<file path="config.mk">
export PLATFORM = sky130hd
export DESIGN_NAME = rx_packetizer_flat
export DESIGN_NICKNAME = d
export VERILOG_FILES = /design/src/rtl/rx_packetizer_if.sv /design/src/rtl/rx_packetizer.sv /design/src/flat_wrapper.sv
export SDC_FILE = /design/constraint.sdc
export NUM_CORES = 1
export LEC_CHECK = 0
export BUFFER_PORTS_ARGS = -buffer_cell sky130_fd_sc_hd__buf_2
export CAP_MARGIN = 20
export CORE_MARGIN = 8
export CORE_UTILIZATION = 50
export DETAILED_ROUTE_END_ITERATION = 7
export PLACE_DENSITY_LB_ADDON = 0.08
export SLEW_MARGIN = 20
export SYNTH_ARGS = -nofsm -noshare
export SYNTH_HDL_FRONTEND = slang
export SYNTH_SLANG_ARGS = --single-unit
</file>
<file path="constraint.sdc">
create_clock -name clock -period 2.5 [get_ports clock]
set_input_delay 0.25 -clock clock [delete_from_list [all_inputs] [get_ports clock]]
set_output_delay 0.25 -clock clock [all_outputs]
set_load 0.02 [all_outputs]
</file>
<file path="src/rtl/rx_packetizer_if.sv">
// Bundle of page-RAM read port, receiver control and output byte stream
// signals around rx_packetizer. The packetizer sits on the master side;
// the environment (page writer, RAM, byte sink) sits on the slave side.
interface rx_packetizer_if;
   logic        rx_on;
   logic        mem_block;
   logic [7:0]  rd_addr;
   logic [47:0] rd_data;
   logic [7:0]  out_data;
   logic        out_valid;
   logic        out_ready;
   logic        out_last;
   logic        busy;
   logic [7:0]  overrun_cnt;

   modport master (
      input  rx_on,
      input  mem_block,
      input  rd_data,
      input  out_ready,
      output rd_addr,
      output out_data,
      output out_valid,
      output out_last,
      output busy,
      output overrun_cnt
   );

   modport slave (
      output rx_on,
      output mem_block,
      output rd_data,
      output out_ready,
      input  rd_addr,
      input  out_data,
      input  out_valid,
      input  out_last,
      input  busy,
      input  overrun_cnt
   );
endinterface

</file>
<file path="src/rtl/rx_packetizer.sv">
// Turns each completed receive page (WORDS x 48-bit words) into a byte
// packet: a 4-byte header {SYNC0, SYNC1, seq, ovf} followed by the page
// words, most significant byte first. Pages that complete while a packet
// is still going out are dropped and counted.
module rx_packetizer #(
   parameter int         WORDS = 82,
   parameter logic [7:0] SYNC0 = 8'h5A,
   parameter logic [7:0] SYNC1 = 8'hA5
) (
   input logic             clock,
   input logic             reset,
   rx_packetizer_if.master bus
);

   localparam logic [2:0] ST_IDLE  = 3'd0;
   localparam logic [2:0] ST_HDR   = 3'd1;
   localparam logic [2:0] ST_FETCH = 3'd2;
   localparam logic [2:0] ST_WAIT  = 3'd3;
   localparam logic [2:0] ST_SEND  = 3'd4;

   localparam logic [6:0] LAST_WORD = 7'(WORDS - 1);

   logic [2:0]  state_q,     state_d;
   logic        page_q,      page_d;
   logic [6:0]  word_q,      word_d;
   logic [1:0]  hByte_q,     hByte_d;
   logic [2:0]  bCnt_q,      bCnt_d;
   logic [47:0] shift_q,     shift_d;
   logic [7:0]  seq_q,       seq_d;
   logic        ovf_q,       ovf_d;
   logic [7:0]  overrun_q,   overrun_d;
   logic        primed_q;
   logic        memBlockDly_q;

   logic        pageEvent;
   logic        outValid;
   logic        transfer;
   logic [7:0]  headerByte;

   // A page event is a change of the writer's page index, ignored until the
   // block has seen one settled sample since reset release or rx_on rising.
   assign pageEvent = bus.rx_on && primed_q && (bus.mem_block != memBlockDly_q);
   assign outValid  = (state_q == ST_HDR) || (state_q == ST_SEND);
   assign transfer  = outValid && bus.out_ready;

   // Header byte currently on offer, indexed by the header byte counter.
   always_comb begin
      headerByte = SYNC0;
      case (hByte_q)
         2'd0:    headerByte = SYNC0;
         2'd1:    headerByte = SYNC1;
         2'd2:    headerByte = seq_q;
         default: headerByte = {7'b0, ovf_q};
      endcase
   end

   assign bus.out_valid   = outValid;
   assign bus.out_data    = (state_q == ST_HDR)  ? headerByte :
                            (state_q == ST_SEND) ? shift_q[47:40] : 8'h00;
   assign bus.out_last    = (state_q == ST_SEND) && (word_q == LAST_WORD) && (bCnt_q == 3'd5);
   assign bus.busy        = (state_q != ST_IDLE);
   assign bus.rd_addr     = {page_q, word_q};
   assign bus.overrun_cnt = overrun_q;

   // Packet sequencing: header, then per word a read cycle, a capture cycle
   // and six byte transfers; overrun bookkeeping and rx_on abort override
   // the normal flow at the end.
   always_comb begin
      state_d   = state_q;
      page_d    = page_q;
      word_d    = word_q;
      hByte_d   = hByte_q;
      bCnt_d    = bCnt_q;
      shift_d   = shift_q;
      seq_d     = seq_q;
      ovf_d     = ovf_q;
      overrun_d = overrun_q;

      case (state_q)
         ST_IDLE: begin
            if (pageEvent) begin
               page_d  = bus.mem_block;
               word_d  = 7'd0;
               hByte_d = 2'd0;
               state_d = ST_HDR;
            end
         end
         ST_HDR: begin
            if (transfer) begin
               hByte_d = hByte_q + 2'd1;
               if (hByte_q == 2'd3) begin
                  ovf_d   = 1'b0;
                  state_d = ST_FETCH;
               end
            end
         end
         ST_FETCH: begin
            state_d = ST_WAIT;
         end
         ST_WAIT: begin
            shift_d = bus.rd_data;
            bCnt_d  = 3'd0;
            state_d = ST_SEND;
         end
         ST_SEND: begin
            if (transfer) begin
               shift_d = {shift_q[39:0], 8'h00};
               bCnt_d  = bCnt_q + 3'd1;
               if (bCnt_q == 3'd5) begin
                  if (word_q == LAST_WORD) begin
                     seq_d   = seq_q + 8'd1;
                     state_d = ST_IDLE;
                  end else begin
                     word_d  = word_q + 7'd1;
                     state_d = ST_FETCH;
                  end
               end
            end
         end
         default: begin
            state_d = ST_IDLE;
         end
      endcase

      if (pageEvent && (state_q != ST_IDLE)) begin
         ovf_d = 1'b1;
         if (overrun_q != 8'hFF) begin
            overrun_d = overrun_q + 8'd1;
         end
      end

      if (!bus.rx_on) begin
         state_d = ST_IDLE;
         seq_d   = 8'd0;
         ovf_d   = 1'b0;
      end
   end

   // State registers; primed follows rx_on so the first sample after reset
   // release or enable never counts as a page event.
   always_ff @(posedge clock or posedge reset) begin
      if (reset) begin
         state_q       <= ST_IDLE;
         page_q        <= 1'b0;
         word_q        <= 7'd0;
         hByte_q       <= 2'd0;
         bCnt_q        <= 3'd0;
         shift_q       <= 48'd0;
         seq_q         <= 8'd0;
         ovf_q         <= 1'b0;
         overrun_q     <= 8'd0;
         primed_q      <= 1'b0;
         memBlockDly_q <= 1'b0;
      end else begin
         state_q       <= state_d;
         page_q        <= page_d;
         word_q        <= word_d;
         hByte_q       <= hByte_d;
         bCnt_q        <= bCnt_d;
         shift_q       <= shift_d;
         seq_q         <= seq_d;
         ovf_q         <= ovf_d;
         overrun_q     <= overrun_d;
         primed_q      <= bus.rx_on;
         memBlockDly_q <= bus.mem_block;
      end
   end

endmodule

</file>
<file path="src/flat_wrapper.sv">
// flat-port wrapper written by rule: the top's interface ports become plain ports
module rx_packetizer_flat 
#(
   parameter int         WORDS = 82,
   parameter logic [7:0] SYNC0 = 8'h5A,
   parameter logic [7:0] SYNC1 = 8'hA5
)
  (clock, reset, bus_rx_on, bus_mem_block, bus_rd_data, bus_out_ready, bus_rd_addr, bus_out_data, bus_out_valid, bus_out_last, bus_busy, bus_overrun_cnt);
  rx_packetizer_if bus_i ();
  input logic clock;
  input logic reset;
  input wire logic [$bits(bus_i.rx_on)-1:0] bus_rx_on;
  input wire logic [$bits(bus_i.mem_block)-1:0] bus_mem_block;
  input wire logic [$bits(bus_i.rd_data)-1:0] bus_rd_data;
  input wire logic [$bits(bus_i.out_ready)-1:0] bus_out_ready;
  output wire logic [$bits(bus_i.rd_addr)-1:0] bus_rd_addr;
  output wire logic [$bits(bus_i.out_data)-1:0] bus_out_data;
  output wire logic [$bits(bus_i.out_valid)-1:0] bus_out_valid;
  output wire logic [$bits(bus_i.out_last)-1:0] bus_out_last;
  output wire logic [$bits(bus_i.busy)-1:0] bus_busy;
  output wire logic [$bits(bus_i.overrun_cnt)-1:0] bus_overrun_cnt;
  assign bus_i.rx_on = bus_rx_on;
  assign bus_i.mem_block = bus_mem_block;
  assign bus_i.rd_data = bus_rd_data;
  assign bus_i.out_ready = bus_out_ready;
  assign bus_rd_addr = bus_i.rd_addr;
  assign bus_out_data = bus_i.out_data;
  assign bus_out_valid = bus_i.out_valid;
  assign bus_out_last = bus_i.out_last;
  assign bus_busy = bus_i.busy;
  assign bus_overrun_cnt = bus_i.overrun_cnt;
  rx_packetizer #(.WORDS(WORDS), .SYNC0(SYNC0), .SYNC1(SYNC1)) u_core (.clock(clock), .reset(reset), .bus(bus_i));
endmodule
</file>
==> results of run 1 <==
==> cells in the final DEF, fill, tap and decap left out, types with 3 or more instances in the layout <==
master	n
a21oi_1	18
a22o_1	8
a31oi_1	7
and3_1	3
buf_2	79
buf_4	10
clkbuf_8	11
clkinv_2	3
dfrtp_1	83
ha_1	11
inv_1	6
mux2_2	3
mux2i_1	43
nand2_1	63
nand2b_1	9
nand3_1	17
nand4_1	7
nor2_1	13
nor3_1	5
o21ai_0	55
xor2_1	8
==> power breakdown <==
part | leakage (nW) | switching (mW) | internal [mW]
registers | 1.12 | 0.0864 | 1.44
logic | 1.14 | 0.216 | 0.162
clock network | 0.0912 | 0.478 | 0.409
==> routing by layer <==
layer | track usage (%) | share of wire [%] | vias up
met3 | 4.50 | 5.3 | 9
met1 | 22.9 | 50 | 1483
met5 | 0 | 0 | -
li1 | - | - | 1618
met2 | 24.2 | 43 | 66
met4 | 5.43 | 1.2 | 0
==> sequential cells by signal, indices dropped and copies added, names as in the netlist <==
name                    cells
u_core.page_q               1
u_core.state_q              3
u_core.bCnt_q               3
u_core.hByte_q              2
u_core.shift_q             48
u_core.bus.overrun_cnt      8
u_core.memBlockDly_q        1
u_core.ovf_q                1
u_core.word_q               7
u_core.seq_q                8
u_core.primed_q             1
==> tightest hold or removal path: stages <==
cell and delay (ns):
buf_2 0.10, clkinv_2 0.05, buf_12 0.36
==> area by class of cell <==
| cell class | count | area [sq um] | area share, % |
|---|---|---|---|
| clock buffers | 11 | 151 | 3.13 |
| clock inverters | 4 | 26.3 | 0.543 |
| repair buffers | 90 | 490 | 10.1 |
| well taps | 105 | 131 | 2.71 |
| inverters | 8 | 31.3 | 0.646 |
| multi-input cells | 300 | 1930 | 39.9 |
| flip-flops and latches | 83 | 2080 | 42.9 |
==> through the flow <==
| stage | hold slack, ns | total power, mW | setup WS [ns] | cells | util (%) |
|---|---|---|---|---|---|
| floorplan | 0.281 | 1.79 | 0.113 | 413 | - |
| global placement | 0.383 | 1.92 | 0.435 | 586 | 57.6 |
| detailed placement | 0.383 | 1.94 | 0.405 | 586 | 57.6 |
| CTS | 0.00146 | 2.82 | 0.314 | 601 | 59.8 |
| global route | 0.0215 | 2.93 | 0.199 | 601 | 59.8 |
| finish | -0.0109 | 2.79 | 0.308 | 601 | 59.8 |
==> logic make-up after synthesis <==
logic type,Yosys count,synth area share [%]
fa+ha+maj,11,3.35
mux,46,11.3
flops,83,50.5
buf+inv,30,2.95
xor+xnor,10,2.13
compound gates,96,13.2
simple gates,137,16.6
==> final timing paths <==
check,from,to,cells after the start
worst min-delay path,reset,u_core.bus.overrun_cnt[1]$_DFFE_PP0P_,3
max in group asynchronous,reset,u_core.shift_q[40]$_DFFE_PP0P_,3
worst max register to register,u_core.word_q[2]$_DFFE_PP0P_,u_core.seq_q[6]$_DFFE_PP0P_,4
min in group clock,bus_mem_block,u_core.memBlockDly_q$_DFF_PP0_,1
worst max-delay path,u_core.state_q[2]$_DFFE_PP0P_,bus_out_data[7],4
worst min register to register,u_core.shift_q[14]$_DFFE_PP0P_,u_core.shift_q[14]$_DFFE_PP0P_,2
==> metrics.md, run 1 <==
| Metric | Value |
|---|---|
| EDFF count, synth | `0` |
| Worst-Margin Slew | `0.738 ns` |
| Net Count, Synth | `477` |
| Routed WL per cell | `15.1 microns` |
| Antenna violations before repair | `0` |
| DP Area | `4660 sq um` |
| Lkg Pwr | `2.35 nW` |
| Filler instances | `754` |
| Clock root buffer | `clkbuf_8` |
| Startpoint types | `flop` |
| Post-synth top cells | `dfrtp_1, nand2_1, o21ai_0, mux2i_1, a21oi_1` |
| N_diodes | `0` |
| Share of cells above drive strength 1 | `23.4%` |
| Post-CTS Setup Bufs | `0` |
| Top-count cell post-synth | `dfrtp_1` |
| Synth Register Bits | `83` |
| Port Buffers | `79` |
| Minimum clock period | `2.19 ns` |
| Clk sinks | `83` |
| Global-route usage over all layers | `16.5%` |
| Setup TNS | `0 ns` |
| Final WL | `9090 microns` |
| Worst path bufs/invs | `2` |
| VDD IR-drop max | `0.335 mV` |
| Failing checks | `negative hold slack` |
| Fmax | `0.456 GHz` |
| Async S/R FF share, synth | `100%` |
| Die width | `107 microns` |
| GPL Wtd Cong | `0.807` |
| RSZ-0062 raised after global routing | `no` |
| Critical path, cell by cell | `buf_4, or3b_2, o21ai_0, buf_2` |
| Routed Antenna Nets | `0` |
| CTS tree | `built` |
| Slew Limit Fails | `0` |
| Endpoints failing hold | `21` |
| Seq/Total Area, Yosys | `50.5%` |
| Max Cap Viol | `0` |
| Cell area after synthesis | `4110 sq um` |
| Rows | `33` |
| Syn_area_per_cell | `9.96 sq um` |
| Setup Viol. Count Final | `0` |
| Share of the synthesized area in the top cell type | `50.5%` |
| Post-CTS sizing | `0` |
| Kind of critical path | `flop to output pin` |
| Initial core utilization | `50.8%` |
| Worst-case clock skew | `0.0152 ns` |
| Synth cell types | `41` |
| GRT overflow | `0` |
| H-tree levels | `3` |
| Pre-antenna DRT Iters | `4` |
| Prevailing post-synth register cell | `dfrtp_1` |
| Crit path largest cell delay | `0.51 ns` |
| Via count | `3176` |
| HP Class | `primary input to async pin` |
| Biggest area consumer among synthesized cells | `dfrtp_1` |
| Status | `finished with violations` |
| Critical Path AT | `1.94 ns` |
| Hold WS | `-0.0109 ns` |
| Crit end category | `output pin` |
| CP delay by family, top | `simple AND/OR/NAND/NOR gates` |
| Buffer depth of the longest clock path | `2` |
| Total core area | `8090 sq um` |
| Internal reg-to-reg setup slack | `0.36 ns` |
| Final net count | `556` |
| Clock slew at reported path FFs | `0.08 ns` |
| Largest net degree at the start of global routing | `90` |
| Vias in the first global route | `3211` |
| Clk Latency, worst-skew pair | `0.35 ns` |
| Total CTS buffers | `9` |
| Final period utilization | `87.7%` |
| Global-route wire length before repair | `15400 microns` |
| CP max FO | `10` |
| Hpwl dp | `6440 microns` |
| Syn. warnings | `0` |
| Die height | `107 microns` |
| # hold bufs at CTS | `0` |
| Final Cell Area | `4840 sq um` |
| Required @ worst endpoint | `2.25 ns` |
| Drt via density | `5.28` |
| Initial drt markers | `132` |
| PD cells | `577 nW/um^2` |
| Synthesized instance count | `413` |
| Synth-to-layout area growth | `17.6%` |
| Ranking of synthesized cells by area | `dfrtp_1, mux2i_1, o21ai_0, nand2_1, ha_1` |
| I/O pin cnt | `80` |
| Area of the die | `11400 sq um` |
| CP max stage cell | `or3b_2` |
| Slew headroom | `50.8%` |
| DRC errors left | `0` |
Note: power is estimated with default switching activity, not from simulation.
==> inputs of run 2 (changes only) <==
--- a/config.mk
+++ b/config.mk
@@ -5,12 +5,14 @@
 export SDC_FILE = /design/constraint.sdc
 export NUM_CORES = 1
 export LEC_CHECK = 0
+export ABC_AREA = 0
 export BUFFER_PORTS_ARGS = -buffer_cell sky130_fd_sc_hd__buf_2
 export CAP_MARGIN = 20
 export CORE_MARGIN = 8
 export CORE_UTILIZATION = 50
 export DETAILED_ROUTE_END_ITERATION = 7
 export PLACE_DENSITY_LB_ADDON = 0.08
+export REMOVE_ABC_BUFFERS = 1
 export SLEW_MARGIN = 20
 export SYNTH_ARGS = -nofsm -noshare
 export SYNTH_HDL_FRONTEND = slang
==> run 2 against run 1 <==
Effect of this change: the flow now finishes without violations; maximum frequency fell by 6.0%; critical path type unchanged; critical path depth rose by 1; die area did not move.
==> metrics.md, run 2 (synthesis results as in run 1) <==
| Metric | Value |
|---|---|
| CP max FO | `42 (+32)` |
| I/O pin cnt | `80 (unchanged)` |
| Via count | `3234 (+1.8%)` |
| Post-CTS sizing | `0 (unchanged)` |
| Slew Limit Fails | `0 (unchanged)` |
| Final WL | `9100 microns (+0.14%)` |
| Required @ worst endpoint | `2.25 ns (about the same)` |
| Status | `finished clean` |
| WHS Path Cells | `1` |
| PD cells | `607 nW/um^2 (+5.2%)` |
| Initial drt markers | `106 (-20%)` |
| Global-route usage over all layers | `17.0% (+0.52 points)` |
| Max Cap Viol | `0 (unchanged)` |
| Port Buffers | `79 (unchanged)` |
| Min-delay src | `bus_mem_block` |
| CTS tree | `built` |
| Reg with most FFs | `u_core.shift_q` |
| Post-layout worst setup margin | `0.168 ns (-0.140 ns)` |
| Vias in the first global route | `3377 (+5.2%)` |
| Setup TNS | `0 ns (unchanged)` |
| Hold WS | `0.0382 ns (+0.0491 ns)` |
| Minimum clock period | `2.33 ns (+0.140 ns)` |
| Final period utilization | `93.3% (+5.6 points)` |
| Largest net degree at the start of global routing | `43 (-52%)` |
| Endpoints failing hold | `0 (-100%)` |
| Clk sinks | `83 (unchanged)` |
| Drt via density | `5.32 (+0.65%)` |
| Worst Reg-to-Reg Cells | `4 (unchanged)` |
| Area of the die | `11400 sq um (unchanged)` |
| Psw | `0.808 mW (+3.6%)` |
| Clock root buffer | `clkbuf_8` |
| N_diodes | `0 (unchanged)` |
| Total CTS buffers | `9 (unchanged)` |
| Hpwl dp | `6600 microns (+2.4%)` |
| Die height | `107 microns (unchanged)` |
| Total power | `3.01 mW (+7.8%)` |
| Rows | `33 (unchanged)` |
| Worst-Margin Slew | `0.674 ns (-0.0640 ns)` |
| Internal reg-to-reg setup slack | `0.34 ns (-0.02 ns)` |
| Most frequent cells in the layout | `dfrtp_1, buf_2, nand2_1, o21ai_0, mux2i_1` |
| Routed Antenna Nets | `0 (unchanged)` |
| Slew headroom | `55.0% (+4.2 points)` |
| Combinational Power Share | `12.8% (-0.7 points)` |
| Share of cells above drive strength 1 | `24.1% (+0.67 points)` |
| Final net count | `562 (+1.1%)` |
| Clk Latency, worst-skew pair | `0.35 ns (about the same)` |
| Clock slew at reported path FFs | `0.09 ns (about the same)` |
| Clk pwr share | `36.4% (+4.6 points)` |
| VDD IR-drop max | `0.437 mV (+30%)` |
| Antenna violations before repair | `0 (unchanged)` |
| Worst r2r dst | `u_core.seq_q[4]$_DFFE_PP0P_` |
| Filler instances | `743 (-1.5%)` |
| Total core area | `8090 sq um (unchanged)` |
| GRT overflow | `0 (unchanged)` |
| Largest register FFs | `48 (unchanged)` |
| Setup Viol. Count Final | `0 (unchanged)` |
| Critical Path AT | `2.08 ns (+0.14 ns)` |
| Pint | `2.20 mW (+9.5%)` |
| Reg power frac | `50.8% (-3.9 points)` |
| Die width | `107 microns (unchanged)` |
| Lkg Pwr | `2.40 nW (+2.1%)` |
| Crit Reg-Reg Startpoint | `u_core.word_q[3]$_DFFE_PP0P_` |
| Sw Share | `26.9% (-1.1 points)` |
| Buffer depth of the longest clock path | `2 (unchanged)` |
| Crit end category | `output pin` |
| Kind of critical path | `flop to output pin` |
| Pre-antenna DRT Iters | `5 (+1)` |
| Fmax | `0.429 GHz (-6.0%)` |
| Pre-CTS setup slack | `0.355 ns (-0.0502 ns)` |
| Worst-case clock skew | `0.00800 ns (-0.00723 ns)` |
| Synth-to-layout area growth | `20.6%` |
| Global-route wire length before repair | `15700 microns (+2.0%)` |
| Leading cell type in the layout, fill and taps excluded | `dfrtp_1` |
| DRC errors left | `0 (unchanged)` |
| Startpoint types | `flop` |
| HP Class | `primary input to flop` |
| RSZ-0062 raised after global routing | `no` |
| GPL Wtd Cong | `0.776 (-3.8%)` |
| Routed WL per cell | `15.0 microns (-1.0%)` |
| H-tree levels | `3 (unchanged)` |
| Hold EP | `u_core.memBlockDly_q$_DFF_PP0_` |
| Initial core utilization | `50.8% (unchanged)` |
## run 2: cell type report
class	count	area [sq um]	share of cell area (%)
flip-flops and latches	83	2080	41.9
multi-input cells	300	1930	38.9
repair buffers	96	563	11.3
clock buffers	11	141	2.85
well taps	105	131	2.65
clock inverters	5	85.1	1.72
inverters	8	31.3	0.631
## run 2: how the worst max path moves through the flow
stage | start | end | slack (ns) | cells past startpoint
after CTS | u_core.state_q[0]$_DFFE_PP0P_ | bus_out_last | 0.14 | 5
after detailed placement | u_core.word_q[3]$_DFFE_PP0P_ | u_core.seq_q[4]$_DFFE_PP0P_ | 0.36 | 4
final | u_core.state_q[0]$_DFFE_PP0P_ | bus_out_last | 0.17 | 5
after floorplan | u_core.state_q[2]$_DFFE_PP0P_ | u_core.shift_q[10]$_DFFE_PP0P_ | -6.05 | 4
after global placement | u_core.word_q[3]$_DFFE_PP0P_ | u_core.seq_q[6]$_DFFE_PP0P_ | 0.42 | 4
after global routing | u_core.state_q[0]$_DFFE_PP0P_ | bus_out_last | 0.02 | 5
## run 2: layer usage
layer	global-route usage [%]	routed length [microns]	up-vias	share of wire, %
met5	0	0	-	0
met4	6.63	140	0	1.5
met3	3.96	464	11	5.1
met2	27.2	4330	60	48
met1	21.8	4170	1524	46
li1	-	-	1639	-
## run 2: worst max-delay path: stages, from the launching register on
cell     delay [ns]
dfrtp_1        0.49
nor3b_2        0.42
buf_12         0.33
nand3_1        0.11
nor3_1         0.17
buf_2          0.20
## run 2: power by group through the flow
stage	sequential [mW]	combinational, mW	clock [mW]
floorplan	1.56	0.218	0
global placement	1.55	0.380	0
detailed placement	1.55	0.391	0
CTS	1.53	0.397	1.12
global route	1.54	0.446	1.16
finish	1.53	0.386	1.10
## run 2: through the flow
| step | cells | area (sq um) | util [%] |
|---|---|---|---|
| 2_1_floorplan | 391 | 4020 | - |
| 3_3_place_gp | 591 | 4720 | 58.4 |
| 3_5_place_dp | 591 | 4720 | 58.4 |
| 4_1_cts | 608 | 4960 | 61.3 |
| 5_1_grt | 608 | 4960 | 61.3 |
| 6_report | 608 | 4960 | 61.3 |
## run 2: timing repair
item,4_1_cts,5_1_grt
hold buffers,1,0
buffers inserted,0,0
hold endpoints to repair,32,0
==> inputs of run 3 (changes only) <==
--- a/config.mk
+++ b/config.mk
@@ -8,8 +8,10 @@
 export ABC_AREA = 0
 export BUFFER_PORTS_ARGS = -buffer_cell sky130_fd_sc_hd__buf_2
 export CAP_MARGIN = 20
+export CELL_PAD_IN_SITES_DETAIL_PLACEMENT = 1
+export CELL_PAD_IN_SITES_GLOBAL_PLACEMENT = 1
 export CORE_MARGIN = 8
-export CORE_UTILIZATION = 50
+export CORE_UTILIZATION = 38
 export DETAILED_ROUTE_END_ITERATION = 7
 export PLACE_DENSITY_LB_ADDON = 0.08
 export REMOVE_ABC_BUFFERS = 1
==> run 3 against run 2 <==
Effect of this change: power decreased by 3.1%; die area increased by 27%; worst setup slack improved by 0.065 ns; cell count increased by 4.8%; global-route usage decreased by 2.0 points; clock power decreased by 9%; clock skew decreased by 0.0015 ns; first-iteration DRC count increased by 48%.
==> metrics.md, run 3 (synthesis results as in run 1) <==
| Metric | Value |
|---|---|
| RSZ-0062 raised after global routing | `no` |
| N_diodes | `0 (unchanged)` |
| Kind of critical path | `flop to output pin` |
| Most frequent cells in the layout | `dfrtp_1, buf_2, nand2_1, o21ai_0, mux2i_1` |
| Final Cell Area | `4930 sq um (-0.53%)` |
| Slew headroom | `61.0% (+6.0 points)` |
| Routed Antenna Nets | `0 (unchanged)` |
| Total CTS buffers | `9 (unchanged)` |
| Crit end category | `output pin` |
| Startpoint types | `flop` |
| Routed WL per cell | `16.2 microns (+8.4%)` |
| Initial core utilization | `38.5% (-12 points)` |
| Final period utilization | `90.7% (-2.6 points)` |
| GRT overflow | `0 (unchanged)` |
| Lkg Pwr | `2.37 nW (-1.2%)` |
| I/O pin cnt | `80 (unchanged)` |
| Post-layout worst setup margin | `0.233 ns (+0.0646 ns)` |
| Rows | `38 (+15%)` |
| Slew Limit Fails | `0 (unchanged)` |
| Via count | `3274 (+1.2%)` |
| Global-route usage over all layers | `15.0% (-2.0 points)` |
| Final WL | `10300 microns (+14%)` |
| Drt via density | `5.14 (-3.4%)` |
| Post-CTS sizing | `0 (unchanged)` |
| GPL Wtd Cong | `0.734 (-5.4%)` |
| CP delay by family, top | `buffers and inverters` |
| Crit path largest cell delay | `0.35 ns (-0.14 ns)` |
| Pre-antenna DRT Iters | `4 (-1)` |
| Clock root buffer | `clkbuf_8` |
| Total core area | `10700 sq um (+32%)` |
| Initial drt markers | `157 (+48%)` |
| Global-route wire length before repair | `17500 microns (+11%)` |
| Worst-Margin Slew | `0.585 ns (-0.0893 ns)` |
| Share of cells above drive strength 1 | `22.9% (-1.1 points)` |
| PD cells | `591 nW/um^2 (-2.6%)` |
| Max Cap Viol | `0 (unchanged)` |
| CP max stage cell | `dfrtp_1` |
| Buffer depth of the longest clock path | `2 (unchanged)` |
| Hpwl dp | `7260 microns (+10%)` |
| Clk Latency, worst-skew pair | `0.36 ns (about the same)` |
| Final net count | `557 (-0.89%)` |
| CP max FO | `43 (+2.4%)` |
| Largest register FFs | `48 (unchanged)` |
| Synth-to-layout area growth | `20.0%` |
| DRC errors left | `0 (unchanged)` |
| Antenna violations before repair | `1 (+1)` |
| Hold WS | `0.0295 ns (-0.00873 ns)` |
| Die height | `120 microns (+13%)` |
| Fmax | `0.441 GHz (+2.9%)` |
| Status | `finished clean` |
| DP Area | `4730 sq um (+0.13%)` |
| Required @ worst endpoint | `2.25 ns (about the same)` |
| Endpoints failing hold | `0 (unchanged)` |
| Pre-CTS setup slack | `0.342 ns (-0.0128 ns)` |
| Port Buffers | `79 (unchanged)` |
| Minimum clock period | `2.27 ns (-0.0646 ns)` |
| # hold bufs at CTS | `1 (unchanged)` |
| CTS tree | `built` |
| HP Class | `primary input to flop` |
| Leading cell type in the layout, fill and taps excluded | `dfrtp_1` |
| VDD IR-drop max | `0.254 mV (-42%)` |
| Setup TNS | `0 ns (unchanged)` |
| Reg with most FFs | `u_core.shift_q` |
| Critical Path AT | `2.02 ns (-0.06 ns)` |
| Critical path, cell by cell | `buf_4, nor3b_2, buf_12, nand3_1, nor3_1, buf_2` |
| Setup Viol. Count Final | `0 (unchanged)` |
| Die width | `120 microns (+13%)` |
| Vias in the first global route | `3495 (+3.5%)` |
| Area of the die | `14400 sq um (+27%)` |
| H-tree levels | `3 (unchanged)` |
| Clock slew at reported path FFs | `0.08 ns (about the same)` |
| Worst path bufs/invs | `3 (+1)` |
| Clk sinks | `83 (unchanged)` |
| Largest net degree at the start of global routing | `90 (+110%)` |
| Post-CTS Setup Bufs | `0 (unchanged)` |
| Worst-case clock skew | `0.00653 ns (-0.00146 ns)` |
## run 3: changes by cell type in the layout (fill, tap and decap cells not counted), sizes merged
cell | before | now
clkbuf | 11 | 13
bufinv | 2 | 1
buf | 95 | 90
clkinvlp | 1 | 0
inv | 7 | 6
## run 3: area by class of cell
type	instances	area, sq um
multi-input combinational	300	1930
fill	1257	5760
tap	140	175
timing repair buffer	91	526
sequential	83	2080
clock buffer	13	159
inverter	8	31.3
clock inverter	2	35.0
## run 3: worst register-to-register path: stages, from the launching register on
cell and delay, ns:
dfrtp_1 0.47, or4b_4 0.57, or4_4 0.53, or3_1 0.37, a21oi_1 0.15
## run 3: power breakdown
part / internal [mW] / switching, mW / leakage, nW
logic: 0.165 / 0.226 / 1.16
clock network: 0.511 / 0.486 / 0.0995
registers: 1.44 / 0.0869 / 1.12
## run 3: path summary, 6_finish.rpt
kind | start | endpoint | slack (ns) | depth (start not counted)
min | bus_mem_block | u_core.memBlockDly_q$_DFF_PP0_ | 0.03 | 1
max in group asynchronous | reset | u_core.word_q[6]$_DFFE_PP0P_ | 1.42 | 4
min reg2reg | u_core.shift_q[21]$_DFFE_PP0P_ | u_core.shift_q[21]$_DFFE_PP0P_ | 0.49 | 2
max | u_core.state_q[2]$_DFFE_PP0P_ | bus_out_last | 0.23 | 6
min in group asynchronous | reset | u_core.shift_q[0]$_DFFE_PP0P_ | 0.48 | 3
max reg2reg | u_core.word_q[3]$_DFFE_PP0P_ | u_core.seq_q[6]$_DFFE_PP0P_ | 0.33 | 4
## run 3: metrics by stage
| stage | power (mW) | cells | util [%] |
|---|---|---|---|
| detailed placement | 1.96 | 621 | 44.2 |
| CTS | 2.97 | 637 | 46.1 |
| finish | 2.92 | 637 | 46.1 |
| floorplan | 1.78 | 391 | - |
| global placement | 1.94 | 621 | 44.2 |
| global route | 3.07 | 637 | 46.1 |
## run 3: metal layers
metal	vias to the layer above	part of all wire [%]	GRT usage, %
met1	1596	47	19.0
met2	45	47	23.9
met4	2	1.8	6.87
li1	1616	-	-
met3	15	3.9	3.62
met5	-	0.077	0
